### config.mk
export PLATFORM = sky130hd
export DESIGN_NAME = vga_frame_reader_flat
export DESIGN_NICKNAME = d
export VERILOG_FILES = /design/src/rtl/vga_frame_reader_if.sv /design/src/rtl/vga_frame_reader.sv /design/src/flat_wrapper.sv
export SDC_FILE = /design/constraint.sdc
export NUM_CORES = 1
export LEC_CHECK = 0
export ABC_AREA = 0
export CAP_MARGIN = 10
export CORE_MARGIN = 1.5
export CORE_UTILIZATION = 55
export DETAILED_ROUTE_END_ITERATION = 16
export GPL_TIMING_DRIVEN = 1
export PLACE_DENSITY = 0.8
export SYNTH_ARGS = -nofsm -noshare
export SYNTH_HDL_FRONTEND = slang
export SYNTH_SLANG_ARGS = --single-unit
### constraint.sdc
create_clock -name clk -period 9.1 [get_ports clk]
set_input_delay 2.275 -clock clk [delete_from_list [all_inputs] [get_ports clk]]
set_output_delay 2.275 -clock clk [all_outputs]
set_load 0.01 [all_outputs]
### src/rtl/vga_frame_reader_if.sv
// vga_frame_reader_if
//   Read-only port B of the frame memory as seen by the VGA frame reader.
//   DataAdr_VGA : word address driven by the reader (master)
//   pixel       : low byte of the addressed word, one clk after the address
//   dimensiones : full addressed word; word 0 carries {W, H}
interface vga_frame_reader_if;
  logic [18:0] DataAdr_VGA;
  logic [7:0]  pixel;
  logic [15:0] dimensiones;

  modport master (
    output DataAdr_VGA,
    input  pixel,
    input  dimensiones
  );

  modport slave (
    input  DataAdr_VGA,
    output pixel,
    output dimensiones
  );
endinterface

### src/rtl/vga_frame_reader.sv
// vga_frame_reader
//   Generates VGA timing (640x480 by default) and streams a row-major
//   grayscale image from frame memory port B to the DAC pins. Word 0 holds
//   the image size {W, H}; pixel (x, y) lives at word 1 + y*W + x. The size
//   is re-read once per frame when the scan enters vertical blanking.
// Ports
//   clk, reset       : system clock, synchronous active-high reset
//   mem (master)     : DataAdr_VGA out, pixel / dimensiones in
//   vga_clk          : pixel enable, toggles every clk
//   vga_hs, vga_vs   : active-low syncs
//   vga_blank_n      : low outside the visible area
//   vga_r/g/b        : grayscale, all three equal
//   frame_start      : one-clk pulse while pixel (0,0) is on the pins
//   dims_valid       : image size has been latched since reset
module vga_frame_reader #(
  parameter int H_VIS  = 640,
  parameter int H_FP   = 16,
  parameter int H_SYNC = 96,
  parameter int H_BP   = 48,
  parameter int V_VIS  = 480,
  parameter int V_FP   = 10,
  parameter int V_SYNC = 2,
  parameter int V_BP   = 33
) (
  input  logic                       clk,
  input  logic                       reset,
  vga_frame_reader_if.master         mem,
  output logic                       vga_clk,
  output logic                       vga_hs,
  output logic                       vga_vs,
  output logic                       vga_blank_n,
  output logic [7:0]                 vga_r,
  output logic [7:0]                 vga_g,
  output logic [7:0]                 vga_b,
  output logic                       frame_start,
  output logic                       dims_valid
);

  localparam logic [9:0] H_LAST_L   = 10'(H_VIS + H_FP + H_SYNC + H_BP - 1);
  localparam logic [9:0] V_LAST_L   = 10'(V_VIS + V_FP + V_SYNC + V_BP - 1);
  localparam logic [9:0] H_VIS_L    = 10'(H_VIS);
  localparam logic [9:0] V_VIS_L    = 10'(V_VIS);
  localparam logic [9:0] HS_FIRST_L = 10'(H_VIS + H_FP);
  localparam logic [9:0] HS_LAST_L  = 10'(H_VIS + H_FP + H_SYNC - 1);
  localparam logic [9:0] VS_FIRST_L = 10'(V_VIS + V_FP);
  localparam logic [9:0] VS_LAST_L  = 10'(V_VIS + V_FP + V_SYNC - 1);

  typedef enum logic [1:0] {
    IDLE    = 2'd0,
    DIM_REQ = 2'd1,
    DIM_LAT = 2'd2,
    SCAN    = 2'd3
  } state_t;

  state_t      state_r, state_nxt_s;

  logic        tick_r;
  logic [9:0]  hc_r, vc_r;
  logic [9:0]  hc_nxt_s, vc_nxt_s;
  logic [18:0] ptr_r, ptr_nxt_s, ptr_base_s;
  logic [18:0] addr_r, addr_nxt_s;
  logic [7:0]  w_r, h_r, w_nxt_s, h_nxt_s;
  logic        dims_valid_r, dims_valid_nxt_s;

  logic        new_in_img_s;
  logic        cur_in_img_s;
  logic        cur_visible_s;
  logic        vblank_hit_s;
  logic        frame_top_s;

  logic        hs_r, vs_r, blank_n_r, frame_start_r;
  logic [7:0]  rgb_r;

  // Raster position the counters will move to on the next tick
  always_comb begin
    hc_nxt_s = hc_r;
    vc_nxt_s = vc_r;
    if (hc_r == H_LAST_L) begin
      hc_nxt_s = 10'd0;
      if (vc_r == V_LAST_L) begin
        vc_nxt_s = 10'd0;
      end else begin
        vc_nxt_s = vc_r + 10'd1;
      end
    end else begin
      hc_nxt_s = hc_r + 10'd1;
    end
  end

  // Region decodes for the current and the upcoming position
  always_comb begin
    // Fetch decisions look at the position being entered, display decisions
    // at the position currently held (its data is already in flight).
    new_in_img_s  = dims_valid_r && (hc_nxt_s < {2'b00, w_r}) && (vc_nxt_s < {2'b00, h_r});
    cur_in_img_s  = dims_valid_r && (hc_r < {2'b00, w_r}) && (vc_r < {2'b00, h_r});
    cur_visible_s = (hc_r < H_VIS_L) && (vc_r < V_VIS_L);
    vblank_hit_s  = tick_r && (hc_nxt_s == 10'd0) && (vc_nxt_s == V_VIS_L);
    frame_top_s   = (hc_nxt_s == 10'd0) && (vc_nxt_s == 10'd0);
  end

  // Fetch FSM: next state, address, word pointer and latched image size
  always_comb begin
    state_nxt_s      = state_r;
    addr_nxt_s       = addr_r;
    ptr_nxt_s        = ptr_r;
    w_nxt_s          = w_r;
    h_nxt_s          = h_r;
    dims_valid_nxt_s = dims_valid_r;
    // Entering (0,0) restarts the image at word 1 on that very tick.
    ptr_base_s       = frame_top_s ? 19'd1 : ptr_r;
    case (state_r)
      IDLE: begin
        addr_nxt_s = 19'd0;
        if (vblank_hit_s) begin
          state_nxt_s = DIM_REQ;
        end else begin
          state_nxt_s = IDLE;
        end
      end
      DIM_REQ: begin
        addr_nxt_s  = 19'd0;
        state_nxt_s = DIM_LAT;
      end
      DIM_LAT: begin
        // Word 0 has been on the bus for one clk by now.
        w_nxt_s          = mem.dimensiones[15:8];
        h_nxt_s          = mem.dimensiones[7:0];
        dims_valid_nxt_s = 1'b1;
        state_nxt_s      = SCAN;
      end
      SCAN: begin
        if (vblank_hit_s) begin
          addr_nxt_s  = 19'd0;
          state_nxt_s = DIM_REQ;
        end else if (tick_r) begin
          if (new_in_img_s) begin
            addr_nxt_s = ptr_base_s;
            ptr_nxt_s  = ptr_base_s + 19'd1;
          end else begin
            ptr_nxt_s  = ptr_base_s;
          end
        end else begin
          ptr_nxt_s = ptr_r;
        end
      end
      default: begin
        addr_nxt_s  = 19'd0;
        state_nxt_s = IDLE;
      end
    endcase
  end

  // FSM state register
  always_ff @(posedge clk) begin
    if (reset) begin
      state_r <= IDLE;
    end else begin
      state_r <= state_nxt_s;
    end
  end

  // Pixel-rate divider, raster counters and fetch datapath registers
  always_ff @(posedge clk) begin
    if (reset) begin
      tick_r       <= 1'b0;
      hc_r         <= 10'd0;
      vc_r         <= 10'd0;
      ptr_r        <= 19'd1;
      addr_r       <= 19'd0;
      w_r          <= 8'd0;
      h_r          <= 8'd0;
      dims_valid_r <= 1'b0;
    end else begin
      tick_r       <= ~tick_r;
      ptr_r        <= ptr_nxt_s;
      addr_r       <= addr_nxt_s;
      w_r          <= w_nxt_s;
      h_r          <= h_nxt_s;
      dims_valid_r <= dims_valid_nxt_s;
      if (tick_r) begin
        hc_r <= hc_nxt_s;
        vc_r <= vc_nxt_s;
      end
    end
  end

  // Output stage: one pixel behind the counters so the fetched byte lines up
  always_ff @(posedge clk) begin
    if (reset) begin
      hs_r          <= 1'b1;
      vs_r          <= 1'b1;
      blank_n_r     <= 1'b0;
      rgb_r         <= 8'd0;
      frame_start_r <= 1'b0;
    end else if (tick_r) begin
      hs_r          <= ~((hc_r >= HS_FIRST_L) && (hc_r <= HS_LAST_L));
      vs_r          <= ~((vc_r >= VS_FIRST_L) && (vc_r <= VS_LAST_L));
      blank_n_r     <= cur_visible_s;
      // The byte for the held position was addressed on the previous tick.
      rgb_r         <= (cur_in_img_s && cur_visible_s) ? mem.pixel : 8'd0;
      frame_start_r <= (hc_r == 10'd0) && (vc_r == 10'd0);
    end else begin
      frame_start_r <= 1'b0;
    end
  end

  assign mem.DataAdr_VGA = addr_r;
  assign vga_clk         = tick_r;
  assign vga_hs          = hs_r;
  assign vga_vs          = vs_r;
  assign vga_blank_n     = blank_n_r;
  assign vga_r           = rgb_r;
  assign vga_g           = rgb_r;
  assign vga_b           = rgb_r;
  assign frame_start     = frame_start_r;
  assign dims_valid      = dims_valid_r;

endmodule
### src/flat_wrapper.sv
// flat-port wrapper written by rule: the top's interface ports become plain ports
module vga_frame_reader_flat 
#(
  parameter int H_VIS  = 640,
  parameter int H_FP   = 16,
  parameter int H_SYNC = 96,
  parameter int H_BP   = 48,
  parameter int V_VIS  = 480,
  parameter int V_FP   = 10,
  parameter int V_SYNC = 2,
  parameter int V_BP   = 33
)
  (clk, reset, vga_clk, vga_hs, vga_vs, vga_blank_n, vga_r, vga_g, vga_b, frame_start, dims_valid, mem_DataAdr_VGA, mem_pixel, mem_dimensiones);
  vga_frame_reader_if mem_i ();
  input  logic clk;
  input  logic reset;
  output logic vga_clk;
  output logic vga_hs;
  output logic vga_vs;
  output logic vga_blank_n;
  output logic [7:0] vga_r;
  output logic [7:0] vga_g;
  output logic [7:0] vga_b;
  output logic frame_start;
  output logic dims_valid;
  output wire logic [$bits(mem_i.DataAdr_VGA)-1:0] mem_DataAdr_VGA;
  input wire logic [$bits(mem_i.pixel)-1:0] mem_pixel;
  input wire logic [$bits(mem_i.dimensiones)-1:0] mem_dimensiones;
  assign mem_DataAdr_VGA = mem_i.DataAdr_VGA;
  assign mem_i.pixel = mem_pixel;
  assign mem_i.dimensiones = mem_dimensiones;
  vga_frame_reader #(.H_VIS(H_VIS), .H_FP(H_FP), .H_SYNC(H_SYNC), .H_BP(H_BP), .V_VIS(V_VIS), .V_FP(V_FP), .V_SYNC(V_SYNC), .V_BP(V_BP)) u_core (.clk(clk), .reset(reset), .mem(mem_i), .vga_clk(vga_clk), .vga_hs(vga_hs), .vga_vs(vga_vs), .vga_blank_n(vga_blank_n), .vga_r(vga_r), .vga_g(vga_g), .vga_b(vga_b), .frame_start(frame_start), .dims_valid(dims_valid));
endmodule
==> results_dict.tcl, run 1 <==
set metrics [dict create \
    whs_ns 0.473 \
    drt_iter0_markers 312 \
    crit_start "u_core.hc_r[0]" \
    max_cap_viol_count 0 \
    status "finished clean" \
    setup_tns_ns 0 \
    stdcell_area_mm2 0.00625 \
    fin_worst_skew_ns 0.00595 \
    hold_start "u_core.ptr_r[18]" \
    cts.clk_slew.worst_paths_ns 0.09 \
    dr.pass1.iters 5 \
    period_needed_ns 5.09 \
    crit_required_ns 9.33 \
    clock-sinks 90 \
    r2r_start "u_core.hc_r[0]" \
    clkPwrFrac 0.348 \
    grt_pass1_wl_mm 22.6 \
    io_buffers 74 \
    grt_setup_unrepaired "false" \
    synth_edf_count 0 \
    die_h_um 103 \
    fill_cells 841 \
    path_max_fanout 8 \
    gp_congestion 0.958 \
    cts_setup_buffers 0 \
    slew_violations 0 \
    nNetsFinal 729 \
    timing.final.crit_share 0.559 \
    p_leak_nw 2.26 \
    synthCells 635 \
    crit_arrival_ns 5.31 \
    ys_seq_elements 90 \
    worstMarginPinSlew_ns 1.15 \
    viasPerCell 6.12 \
    pwr-share-comb 0.090 \
    syn_nets 699 \
    cp_num_buf_inv 0 \
    post-route-util 0.643 \
    grt_max_degree 66 \
    path_cells "ha_1 > nand3_1 > or4_1 > o21a_1 > or4_1 > nor4_4 > or2_2 > ha_1 > and3_1 > and3_1 > nand2_1 > a2111oi_4 > a311o_1 > a21oi_1" \
    row_count 36 \
    core_mm2 0.00973 \
    critPathCaptureType "register" \
    hold_viol 0 \
    async_reset_ff_frac 0 \
    start_util 0.564 \
    num_vias 4911 \
    ys_types 77 \
    seqPwrFrac 0.562 \
    seq_area_frac_synth 0.328 \
    yosysWarningCount 0 \
    die_area_mm2 0.0106 \
    start_kind "register" \
    path_delay_family "simple AND/OR/NAND/NOR gates" \
    dp_hpwl_mm 10.2 \
    met2_usage 0.474 \
    wl_mm 13.9 \
    hold_path_class "register to register" \
    use_met1 0.333 \
    multiInputGateArea_mm2 0.00322 \
    regArea_mm2 0.00180 \
    grt_use_met3 0.0468 \
    p_int_w 0.000532 \
    grt_busiest_layer "met2" \
    synthesis.area_mm2 0.00549 \
    cts-resized-gates 0 \
    clk_path_buf_depth 2 \
    drive_gt1_frac 0.0643 \
    critPathKind "register to register" \
    grt_pass1_vias 4734 \
    antenna_found_initial 0 \
    drc 0 \
    synthFlopType "dfxtp_1" \
    cts_tree "yes" \
    power_density_mw_per_mm2 115 \
    ios 75 \
    die_x_um 103 \
    fmax_ghz 0.197 \
    swShare 0.259 \
    synth_area_per_cell_um2 8.64 \
    numCtsBuffers 9 \
    diodes 0 \
    cp_slowest_cell "or4_1" \
    hold_buffers 0 \
    clockRootBuffer "clkbuf_8" \
    grt-ovfl-total 0 \
    htree_levels 3 \
    dp_slack_ns 4.11 \
    relSlewSlack 0.229 \
    slowest_delay_ns 0.67 \
    irDropWorstVdd_v 0.0000683 \
    wire_per_inst_um 17.4 \
    switchingPower_w 0.000186 \
    setup_viol 0 \
    clock_latency_ns 0.37 \
    detail-route-antenna-nets 0 \
    placed_area_mm2 0.00608 \
    area_growth_pct 14.0 \
    grt_usage 0.273 \
    worst_slack_ns 4.01 \
]
==> sequential cells by signal (all words and copies together) (netlist names), 2 cells and up <==
signal                  flops
u_core.h_r                  8
u_core.hc_r                10
u_core.mem.DataAdr_VGA     19
u_core.ptr_r               19
u_core.state_r              2
u_core.vc_r                10
u_core.vga_b                8
u_core.w_r                  8
==> layer usage <==
metal  up-vias  wire, um
met4         0       419
li1       2372         -
met5         -         0
met2       177      6920
met3        39       741
met1      2323      5850
==> power by group through the flow <==
stage	Clock, W	Combinational [W]	Sequential (W)
floorplan	0	0.0000423	0.000409
global placement	0	0.0000620	0.000413
detailed placement	0	0.0000637	0.000413
CTS	0.000255	0.0000642	0.000404
global route	0.000274	0.0000705	0.000405
finish	0.000250	0.0000645	0.000404
==> cells in the final DEF, fill, tap and decap left out, drive strengths merged, types with 4 or more instances in the layout <==
cell / count
a211oi: 7
a21boi: 5
a21o: 10
a21oi: 33
a22o: 27
a31o: 6
and2: 5
and3: 16
buf: 4
clkbuf: 11
clkdlybuf4s50: 73
dfxtp: 90
ha: 38
inv: 34
mux2i: 20
nand2: 30
nand3: 20
nand4: 24
nand4b: 9
nor2: 65
nor3: 18
nor4: 7
o211ai: 5
o21ai: 19
o31ai: 7
or2: 5
or3: 4
or4: 8
xnor2: 9
xor2: 11
==> cell type report <==
class / count / share of cell area
multi-input combinational: 452 / 0.516
sequential: 90 / 0.288
timing repair buffer: 77 / 0.121
tap: 133 / 0.0266
clock buffer: 11 / 0.0226
inverter: 35 / 0.0210
clock inverter: 4 / 0.00460
==> per-stage QoR <==
stage          total power, W  std cells
5_1_grt              0.000749        802
3_5_place_dp         0.000477        787
6_report             0.000719        802
4_1_cts              0.000723        802
3_3_place_gp         0.000475        787
2_1_floorplan        0.000451        635
==> worst paths after layout <==
path,end,slack [ns],cells after the start
worst min-delay path,u_core.mem.DataAdr_VGA[18],0.47,1
worst min register to register,u_core.mem.DataAdr_VGA[18],0.47,1
worst max register to register,u_core.ptr_r[12],4.01,14
worst max-delay path,u_core.ptr_r[12],4.01,14
==> cell families after synthesis <==
group	Yosys count	synth area share
compound gates	149	0.205
xor+xnor	20	0.0319
fa+ha+maj	38	0.0867
buf+inv	93	0.0839
flops	90	0.328
mux	20	0.0365
simple gates	225	0.227
==> cells in the mapped netlist (all sizes together), types with 18 or more instances <==
master,n,area share
nand2,30,0.021
dfxtp,90,0.33
nor2,65,0.045
nand4,24,0.029
a22o,27,0.043
mux2i,20,0.036
o21ai,19,0.019
a21oi,33,0.030
buf,39,0.047
nor3,18,0.016
ha,38,0.087
nand3,20,0.018
clkbuf,19,0.013
inv,34,0.023
Note: power is estimated with default switching activity, not from simulation.
==> run 2, diff against run 1 <==
Clock period 9.1 ns to 5.1 ns, I/O delays scaled along.
==> run 2 against run 1 <==
  * Total power up 90%
  * Highest routed layer unchanged
  * Critical path type unchanged
  * Flip-flop and latch count unchanged
  * Maximum frequency up 5.5%
==> results_dict.tcl, run 2 (synthesis results as in run 1) <==
set metrics [dict create \
    whs_path_depth 2 \
    die_h_um 103 \
    critPathCaptureType "register" \
    io_buffers 74 \
    worst-r2r-cell-count 14 \
    start_kind "register" \
    period_needed_ns 4.82 \
    fmax_ghz 0.207 \
    cts_tree "yes" \
    drt_iter0_markers 374 \
    timing.final.crit_share 0.945 \
    ios 75 \
    wire_per_inst_um 17.6 \
    num_vias 5128 \
    slew_violations 0 \
    fill_cells 780 \
    layout.cells.most_common_list "90 x dfxtp_1, 73 x clkdlybuf4s50_1, 64 x nor2_1, 37 x ha_1, 34 x inv_1" \
    clock_latency_ns 0.37 \
    dp_hpwl_mm 10.6 \
    diodes 0 \
    crit_required_ns 5.33 \
    row_count 36 \
    die_area_mm2 0.0106 \
    r2r_start "u_core.hc_r[0]" \
    clock-sinks 90 \
    holdPathEnd "u_core.vga_blank_n" \
    grt_max_degree 65 \
    relSlewSlack 0.272 \
    irDropWorstVdd_v 0.000168 \
    area_growth_pct 17.3 \
    hold_path_class "register to register" \
    viasPerCell 6.25 \
    hold_viol 0 \
    worstMarginPinSlew_ns 1.08 \
    dp_slack_ns 0.226 \
    clockRootBuffer "clkbuf_8" \
    grt_pass1_vias 4836 \
    wl_mm 14.5 \
    mostFrequentLayoutCell "dfxtp_1" \
    crit_arrival_ns 5.05 \
    grt_setup_unrepaired "false" \
    power_density_mw_per_mm2 212 \
    worst_slack_ns 0.280 \
    path_max_fanout 8 \
    fin_worst_skew_ns 0.0115 \
    clk_path_buf_depth 2 \
    drc 0 \
    grt_pass1_wl_mm 23.6 \
    dr.pass1.iters 5 \
    antenna_found_initial 0 \
    start_util 0.564 \
    detail-route-antenna-nets 0 \
    htree_levels 3 \
    p_leak_nw 2.37 \
    max_cap_viol_count 0 \
    hold_start "u_core.vga_blank_n" \
    setup_tns_ns 0 \
    die_x_um 103 \
    nNetsFinal 747 \
    drive_gt1_frac 0.0945 \
    setup_viol 0 \
    status "finished clean" \
    r2r-end "u_core.ptr_r[12]" \
    reg2reg_slack_ns 0.28 \
    cts.clk_slew.worst_paths_ns 0.10 \
    core_mm2 0.00973 \
    numCtsBuffers 9 \
    critPathKind "register to register" \
    grt_usage 0.283 \
    gp_congestion 0.978 \
    grt-ovfl-total 0 \
    hold_buffers 0 \
]
-- run 2: critical path, stage by stage, from the launching register on --
cell and delay [ns]:
dfxtp_1 0.49, ha_2 0.32, nand3_1 0.13, or4_1 0.63, o21a_1 0.27, or4_1 0.67, nor4_4 0.44, or2_2 0.19
ha_1 0.19, and3_1 0.22, and3_1 0.25, nand2_1 0.16, a2111oi_4 0.43, a311o_1 0.25, a21oi_1 0.06
-- run 2: worst max path at each step --
stage | from | endpoint | slack, ns | depth (start not counted)
finish | u_core.hc_r[0] | u_core.ptr_r[12] | 0.28 | 14
CTS | u_core.hc_r[0] | u_core.ptr_r[12] | 0.16 | 14
floorplan | u_core.vc_r[0] | u_core.mem.DataAdr_VGA[18] | 0.83 | 18
detailed placement | u_core.hc_r[0] | u_core.ptr_r[12] | 0.23 | 14
global route | u_core.hc_r[0] | u_core.ptr_r[12] | 0.07 | 14
global placement | u_core.hc_r[0] | u_core.ptr_r[12] | 0.24 | 14
-- run 2: per-layer routing --
metal | GRT usage | vias to the layer above | wire [um]
li1 | - | 2408 | -
met1 | 0.341 | 2432 | 5870
met2 | 0.502 | 246 | 7180
met3 | 0.0400 | 42 | 959
met4 | 0.126 | 0 | 448
met5 | 0 | - | 0
-- run 2: final cells by class --
cell class                      count  area, um2  share of cell area
Clock buffer                       10        138              0.0214
Clock inverter                      6       71.3              0.0111
Inverter                           35        131              0.0204
Multi-Input combinational cell    452       3230               0.502
Sequential cell                    90       1800               0.280
Tap cell                          133        166              0.0259
Timing Repair Buffer               95        893               0.139
-- run 2: through the flow --
stage,instance area [um2],cells,utilization,total power (W),hold WS [ns]
CTS,6400,818,0.658,0.00137,0.475
floorplan,5490,635,-,0.000805,0.439
global placement,6190,802,0.637,0.000852,0.449
finish,6430,821,0.661,0.00136,0.468
global route,6430,821,0.661,0.00142,0.504
detailed placement,6190,802,0.637,0.000854,0.458
-- run 2: power breakdown --
part	switching, W	internal [W]	leakage (nW)
clock network	0.000278	0.000245	0.0999
registers	0.0000112	0.000708	0.727
logic	0.0000659	0.0000566	1.54
total	0.000355	0.00101	2.37
-- run 2: repair_timing --
action                     CTS  global route
buffers inserted             0             3
setup endpoints to repair    0             5
resized for setup            0             2
==> run 3, diff against run 2 <==
Settings changed: CTS_CLUSTER_DIAMETER from default to 80.
==> results of run 3 <==
Final layout, timing and power as in run 2 (identical DEF).
